$ cat config.mk
export PLATFORM = sky130hd
export DESIGN_NAME = fwd_hazard_unit
export DESIGN_NICKNAME = d
export VERILOG_FILES = /design/src/rtl/fwd_hazard_unit.sv
export SDC_FILE = /design/constraint.sdc
export NUM_CORES = 1
export LEC_CHECK = 0
export CAP_MARGIN = 0
export CORE_ASPECT_RATIO = 1.5
export CORE_MARGIN = 10
export CORE_UTILIZATION = 31
export DETAILED_ROUTE_END_ITERATION = 12
export PLACE_DENSITY = 0.85
export SYNTH_ARGS = -nofsm -noshare
export SYNTH_HDL_FRONTEND = slang
export SYNTH_SLANG_ARGS = --single-unit
$ cat constraint.sdc
create_clock -name clk -period 2 [get_ports clk]
set_input_delay 0.2 -clock clk [delete_from_list [all_inputs] [get_ports clk]]
set_output_delay 0.2 -clock clk [all_outputs]
set_load 0.01 [all_outputs]
$ cat src/rtl/fwd_hazard_unit.sv
// fwd_hazard_unit
//   Hazard and forwarding controller for the 5-stage pipeline. It computes the
//   EX operand-forwarding selects in ID and registers them at the ID->EX
//   boundary. It also raises the load-use and HI/LO stalls and the ID/EX
//   bubble, and it tracks mul/div occupancy with a countdown FSM.
//
//   Optional feature macro: FWD_WB_BYPASS_EN
//     When defined, the regfile is read-before-write. wb_hold latches wb_data on
//     every WB write, and select 11 forwards wb_hold to EX. When undefined, the
//     regfile is write-first, 11 is never produced and wb_hold is tied to 0.
//
//   Ports
//     clk, rstn                      clock (rising edge), async active-low reset
//     id_rs, id_rt                   source registers of the instruction in ID
//     id_use_rs, id_use_rt           instruction in ID really reads rs / rt
//     id_use_hilo                    instruction in ID reads HI/LO
//     ex_rd, mem_rd, wb_rd           destination registers in EX / MEM / WB
//     ex_regwrite .. wb_regwrite     register write enables in EX / MEM / WB
//     ex_memread                     instruction in EX is a load
//     md_start                       one-cycle pulse: mul/div enters EX
//     flush                          branch/jump redirect, kills ID
//     wb_data                        WB result (bypass feature only)
//     fwd_a_sel, fwd_b_sel           registered EX operand selects
//                                    00 regfile, 01 WB, 10 MEM, 11 WB hold
//     wb_hold                        latched previous WB result
//     stall, bubble                  hold PC/IF-ID, clear ID/EX control
//     md_busy, md_done               mul/div in progress, result-valid pulse
//
//   md FSM
//     state   | meaning
//     MD_IDLE | no mul/div in flight
//     MD_BUSY | mul/div occupying EX, counter counts down to 0
//     MD_DONE | result valid this cycle (md_done pulse)

module fwd_hazard_unit #(
    parameter int MD_LATENCY = 32,
    parameter int DATA_W     = 32
) (
    input  logic              clk,
    input  logic              rstn,
    input  logic [4:0]        id_rs,
    input  logic [4:0]        id_rt,
    input  logic              id_use_rs,
    input  logic              id_use_rt,
    input  logic              id_use_hilo,
    input  logic [4:0]        ex_rd,
    input  logic [4:0]        mem_rd,
    input  logic [4:0]        wb_rd,
    input  logic              ex_regwrite,
    input  logic              mem_regwrite,
    input  logic              wb_regwrite,
    input  logic              ex_memread,
    input  logic              md_start,
    input  logic              flush,
    input  logic [DATA_W-1:0] wb_data,
    output logic [1:0]        fwd_a_sel,
    output logic [1:0]        fwd_b_sel,
    output logic [DATA_W-1:0] wb_hold,
    output logic              stall,
    output logic              bubble,
    output logic              md_busy,
    output logic              md_done
);

    localparam logic [5:0] MD_RELOAD = 6'(MD_LATENCY - 1);

    typedef enum logic [1:0] {
        MD_IDLE = 2'd0,
        MD_BUSY = 2'd1,
        MD_DONE = 2'd2
    } md_state_t;

    md_state_t  md_state, md_state_nxt;
    logic [5:0] md_cnt, md_cnt_nxt;

    logic [1:0] sel_a_comb, sel_b_comb;
    logic       load_use, hilo_stall;

    // Forwarding select for one source operand. Register 0 never matches, and
    // the youngest producer (EX, which will be in MEM next cycle) wins.
    function automatic logic [1:0] fwd_sel(input logic use_src, input logic [4:0] src);
        logic [1:0] sel;
        sel = 2'b00;
        if (use_src && src != 5'd0) begin
            if (ex_regwrite && ex_rd == src)
                sel = 2'b10;
            else if (mem_regwrite && mem_rd == src)
                sel = 2'b01;
`ifdef FWD_WB_BYPASS_EN
            else if (wb_regwrite && wb_rd == src)
                sel = 2'b11;
`endif
        end
        return sel;
    endfunction

    always_comb begin
        sel_a_comb = fwd_sel(id_use_rs, id_rs);
        sel_b_comb = fwd_sel(id_use_rt, id_rt);
    end

    assign load_use   = ex_memread && (ex_rd != 5'd0) &&
                        ((id_use_rs && ex_rd == id_rs) || (id_use_rt && ex_rd == id_rt));
    assign hilo_stall = id_use_hilo && md_busy;
    assign stall      = (load_use || hilo_stall) && !flush;
    assign bubble     = stall || flush;

    always_ff @(posedge clk or negedge rstn) begin
        if (!rstn) begin
            fwd_a_sel <= 2'b00;
            fwd_b_sel <= 2'b00;
        end else if (bubble) begin
            fwd_a_sel <= 2'b00;
            fwd_b_sel <= 2'b00;
        end else begin
            fwd_a_sel <= sel_a_comb;
            fwd_b_sel <= sel_b_comb;
        end
    end

`ifdef FWD_WB_BYPASS_EN
    always_ff @(posedge clk or negedge rstn) begin
        if (!rstn)
            wb_hold <= '0;
        else if (wb_regwrite)
            wb_hold <= wb_data;
    end
`else
    // WB inputs only feed the bypass path; fold them here so they are visibly
    // intentionally unused in the write-first build.
    logic unused_wb;
    assign unused_wb = ^{wb_data, wb_rd, wb_regwrite};
    assign wb_hold   = '0;
`endif

    always_ff @(posedge clk or negedge rstn) begin
        if (!rstn) begin
            md_state <= MD_IDLE;
            md_cnt   <= 6'd0;
        end else begin
            md_state <= md_state_nxt;
            md_cnt   <= md_cnt_nxt;
        end
    end

    always_comb begin
        md_state_nxt = md_state;
        md_cnt_nxt   = md_cnt;
        md_busy      = 1'b0;
        md_done      = 1'b0;
        case (md_state)
            MD_IDLE: begin
                if (md_start) begin
                    md_cnt_nxt   = MD_RELOAD;
                    md_state_nxt = MD_BUSY;
                end
            end
            MD_BUSY: begin
                md_busy = 1'b1;
                // A new op replaces the one in flight.
                if (md_start)
                    md_cnt_nxt = MD_RELOAD;
                else if (md_cnt == 6'd0)
                    md_state_nxt = MD_DONE;
                else
                    md_cnt_nxt = md_cnt - 6'd1;
            end
            MD_DONE: begin
                md_done = 1'b1;
                if (md_start) begin
                    md_cnt_nxt   = MD_RELOAD;
                    md_state_nxt = MD_BUSY;
                end else begin
                    md_state_nxt = MD_IDLE;
                end
            end
            default: begin
                md_state_nxt = MD_IDLE;
                md_cnt_nxt   = 6'd0;
            end
        endcase
    end

endmodule

==> flow_summary.yaml <==
outcome:
  status: "finished clean"
drt:
  wl_per_cell_um: 14.5
  ant_nets: 0
  vias_per_cell: 4.59
  routed-via-count: 1110
  first_pass_iters: 4
  route.detailed.drc: 0
  drtIter0Drc: 53
  drt_wl_total_mm: 3.52
cts:
  cts-root-buf: "clkbuf_8"
  htreeDepth: 1
  cts_buffer_depth: 2
  insertion_delay_ns: 0.24
  cts_tree: "built"
  cts.reportedPaths.clkPinSlew_ns: 0.05
  cts.sinks: 12
  numCtsBuffers: 3
  cts.hold.buffers_added: 0
worst_setup_path:
  worstPathRequired_ns: 1.80
  path_depth: 8
  path_cells: "clkdlybuf4s50_1 > xnor2_1 > nand3_1 > o32ai_2 > o311a_1 > buf_4 > nand2b_1 > buf_2"
  r2r_cells: 6
  critPathLaunchType: "input port"
  crit_buf_inv: 3
  worstPathArrival_ns: 1.70
  worst_setup_path_end_kind: "output port"
  crit_family: "buffers and inverters"
  setup.worst_path.class: "in -> out"
  max_stage_delay_ns: 0.52
  cpMaxStageDelayCell: "clkdlybuf4s50_1"
  crit_fanout: 2
die:
  start_util_pct: 32.1
  io_pins: 108
  num_rows: 27
  core_area_um2: 3680
  die_height_um: 95.7
  die-area_um2: 6740
  die_x_um: 70.5
placement:
  hpwl_mm: 3.03
  portBuffers: 37
  post-place-ws_ns: -0.397
  gp_congestion: 0.832
global_route:
  grt_pass1_wl_mm: 5.35
  met2_usage_pct: 18.6
  grt_pass1_vias: 1258
  grt.total_usage_pct: 9.75
  grt-busiest-layer: "met2"
  grt_max_degree: 13
  met3_usage_pct: 3.74
  grt.overflow.total: 0
  grt_antenna_before_repair: 0
  use_met1_pct: 8.31
cells_and_area:
  nets: 270
  drive_gt1_share_pct: 18.1
  fill_cells: 355
  syn_to_final_growth_pct: 44.9
  n_antenna_cell: 0
synthesis:
  synth_xor_xnor_area_share_pct: 14.8
  yosys.area_share.simple_pct: 22.5
  synthAdderAreaFrac_pct: 2.11
  async_flop_share_pct: 100
  synth_edf_count: 0
  synthMuxAreaShare_pct: 0.846
  synth_top_area_share_pct: 25.4
  syn_inst: 140
  synth_warnings: 0
  synth_seq_cells: 12
  yosysTopAreaCell: "dfrtp_1"
  synth-compound-area-share_pct: 10.8
  synth_cell_types: 34
  avgSynthCellArea_um2: 8.45
  ys.flop_type: "dfrtp_1"
  synth.top_cells.by_count: "buf_4 (32), xnor2_1 (15), dfrtp_1 (12)"
  syn-cell-area_um2: 1180
  yosysSeqAreaShare_pct: 25.4
  synth_area_leaders: "dfrtp_1 (25%), buf_4 (20%), xnor2_1 (11%), o22a_1 (3.7%), xor2_1 (3.7%)"
  synth_top_family_by_area: "buffers and inverters"
  yosysMostFrequentCell: "buf_4"
power:
  pwr-share-seq_pct: 33.0
  p_leak_nw: 0.822
  peakVddDrop_uv: 260
  p_sw_w: 0.000231
  clock_power_share_pct: 33.6
  power_w: 0.000795
  p_comb_share_pct: 33.4
  power_density_nw_per_um2: 464
  power_switching_share_pct: 29.0
  p_int_w: 0.000564
sta:
  finalCritPeriodShare_pct: 95.0
  clock_skew_ns: 0.000838
  worst_slack_ns: 0.0995
  fin_crit_ns: 1.90
  relSlewSlack_pct: 64.7
  rsz0062_at_grt: "false"
  hold_viol: 0
  worstMarginPinSlew_ns: 0.527
  setup_violations: 0
  final_max_slew_viol_count: 0
  clock.fmax_mhz: 526
run:
  cap_violations: 0
hold_path:
  hold_path_class: "in -> async"
==> flip-flops by register name, indices dropped and copies added, names as in the netlist <==
register and cells:
fwd_b_sel 2, fwd_a_sel 2, md_cnt 6, md_state 2
==> worst register-to-register path, stage by stage (launching register included) <==
cell and delay, ns:
dfrtp_1 0.39, inv_1 0.08, ha_1 0.20, nor4b_1 0.13, and3_1 0.29, or2b_2 0.35, o22a_1 0.21
==> final timing paths <==
kind | endpoint | slack (ns) | from
worst max-delay path | bubble | 0.1 | id_rt[3]
worst min-delay path | md_cnt[5] | 0.30 | rstn
worst max register to register | md_cnt[4] | 0.23 | md_cnt[0]
worst min register to register | md_cnt[1] | 0.54 | md_cnt[1]
max in group asynchronous | fwd_a_sel[0] | 1.35 | rstn
min in group clk | fwd_a_sel[0] | 0.46 | id_rs[3]
==> cell usage in the layout, fill, tap and decap left out, types with 6 or more instances in the layout <==
cell,instances
xnor2_1,14
buf_4,21
nor2_1,11
nor3_1,6
nand2_1,7
dlymetal6s2s_1,10
dfrtp_1,12
a21oi_1,7
nand3_1,7
conb_1,32
clkdlybuf4s50_1,24
==> metrics by stage <==
stage / setup TNS [ns] / hold WS [ns] / util, % / area, µm² / std cells
finish: 0 / 0.303 / 46.6 / 1720 / 242
global route: 0 / 0.381 / 46.6 / 1720 / 242
CTS: 0 / 0.322 / 45.5 / 1680 / 241
detailed placement: -0.837 / 0.542 / 43.5 / 1600 / 235
global placement: -0.702 / 0.524 / 43.5 / 1600 / 235
floorplan: 0 / -0.0956 / - / 1300 / 171
==> power groups by stage <==
stage	clock, W	sequential, W	combinational [W]
after global routing	0.000279	0.000265	0.000290
after floorplan	0	0.000267	0.000168
after CTS	0.000271	0.000263	0.000260
after global placement	0	0.000267	0.000252
final	0.000267	0.000263	0.000265
after detailed placement	0	0.000267	0.000258
==> final cells by class <==
| type | count | area (µm²) | area share, % |
|---|---|---|---|
| Sequential cell | 12 | 300 | 17.5 |
| Multi-Input combinational cell | 120 | 739 | 43.1 |
| Timing Repair Buffer | 58 | 548 | 31.9 |
| Clock buffer | 4 | 55.1 | 3.21 |
| Tap cell | 43 | 53.8 | 3.14 |
| Inverter | 5 | 18.8 | 1.09 |
==> layer usage <==
metal	wire (µm)	part of all wire (%)
met4	106	3.0
met1	1220	35
met3	333	9.5
met2	1850	53
met5	0	0
==> cells by family (layout without fill, tap and decap cells) <==
logic type,after synthesis,in the layout
simple gates,47,47
buf+inv,39,67
xor+xnor,20,20
compound gates,18,18
flops,12,12
fa+ha+maj,2,2
other cells,1,32
mux,1,1
==> repair_timing <==
item	4_1_cts	5_1_grt
endpoints found under the setup margin	2	2
hold endpoints to repair	0	0
resized for setup	9	11
pin swaps	2	6
buffers inserted	2	1
(Power assumes the default switching activity.)
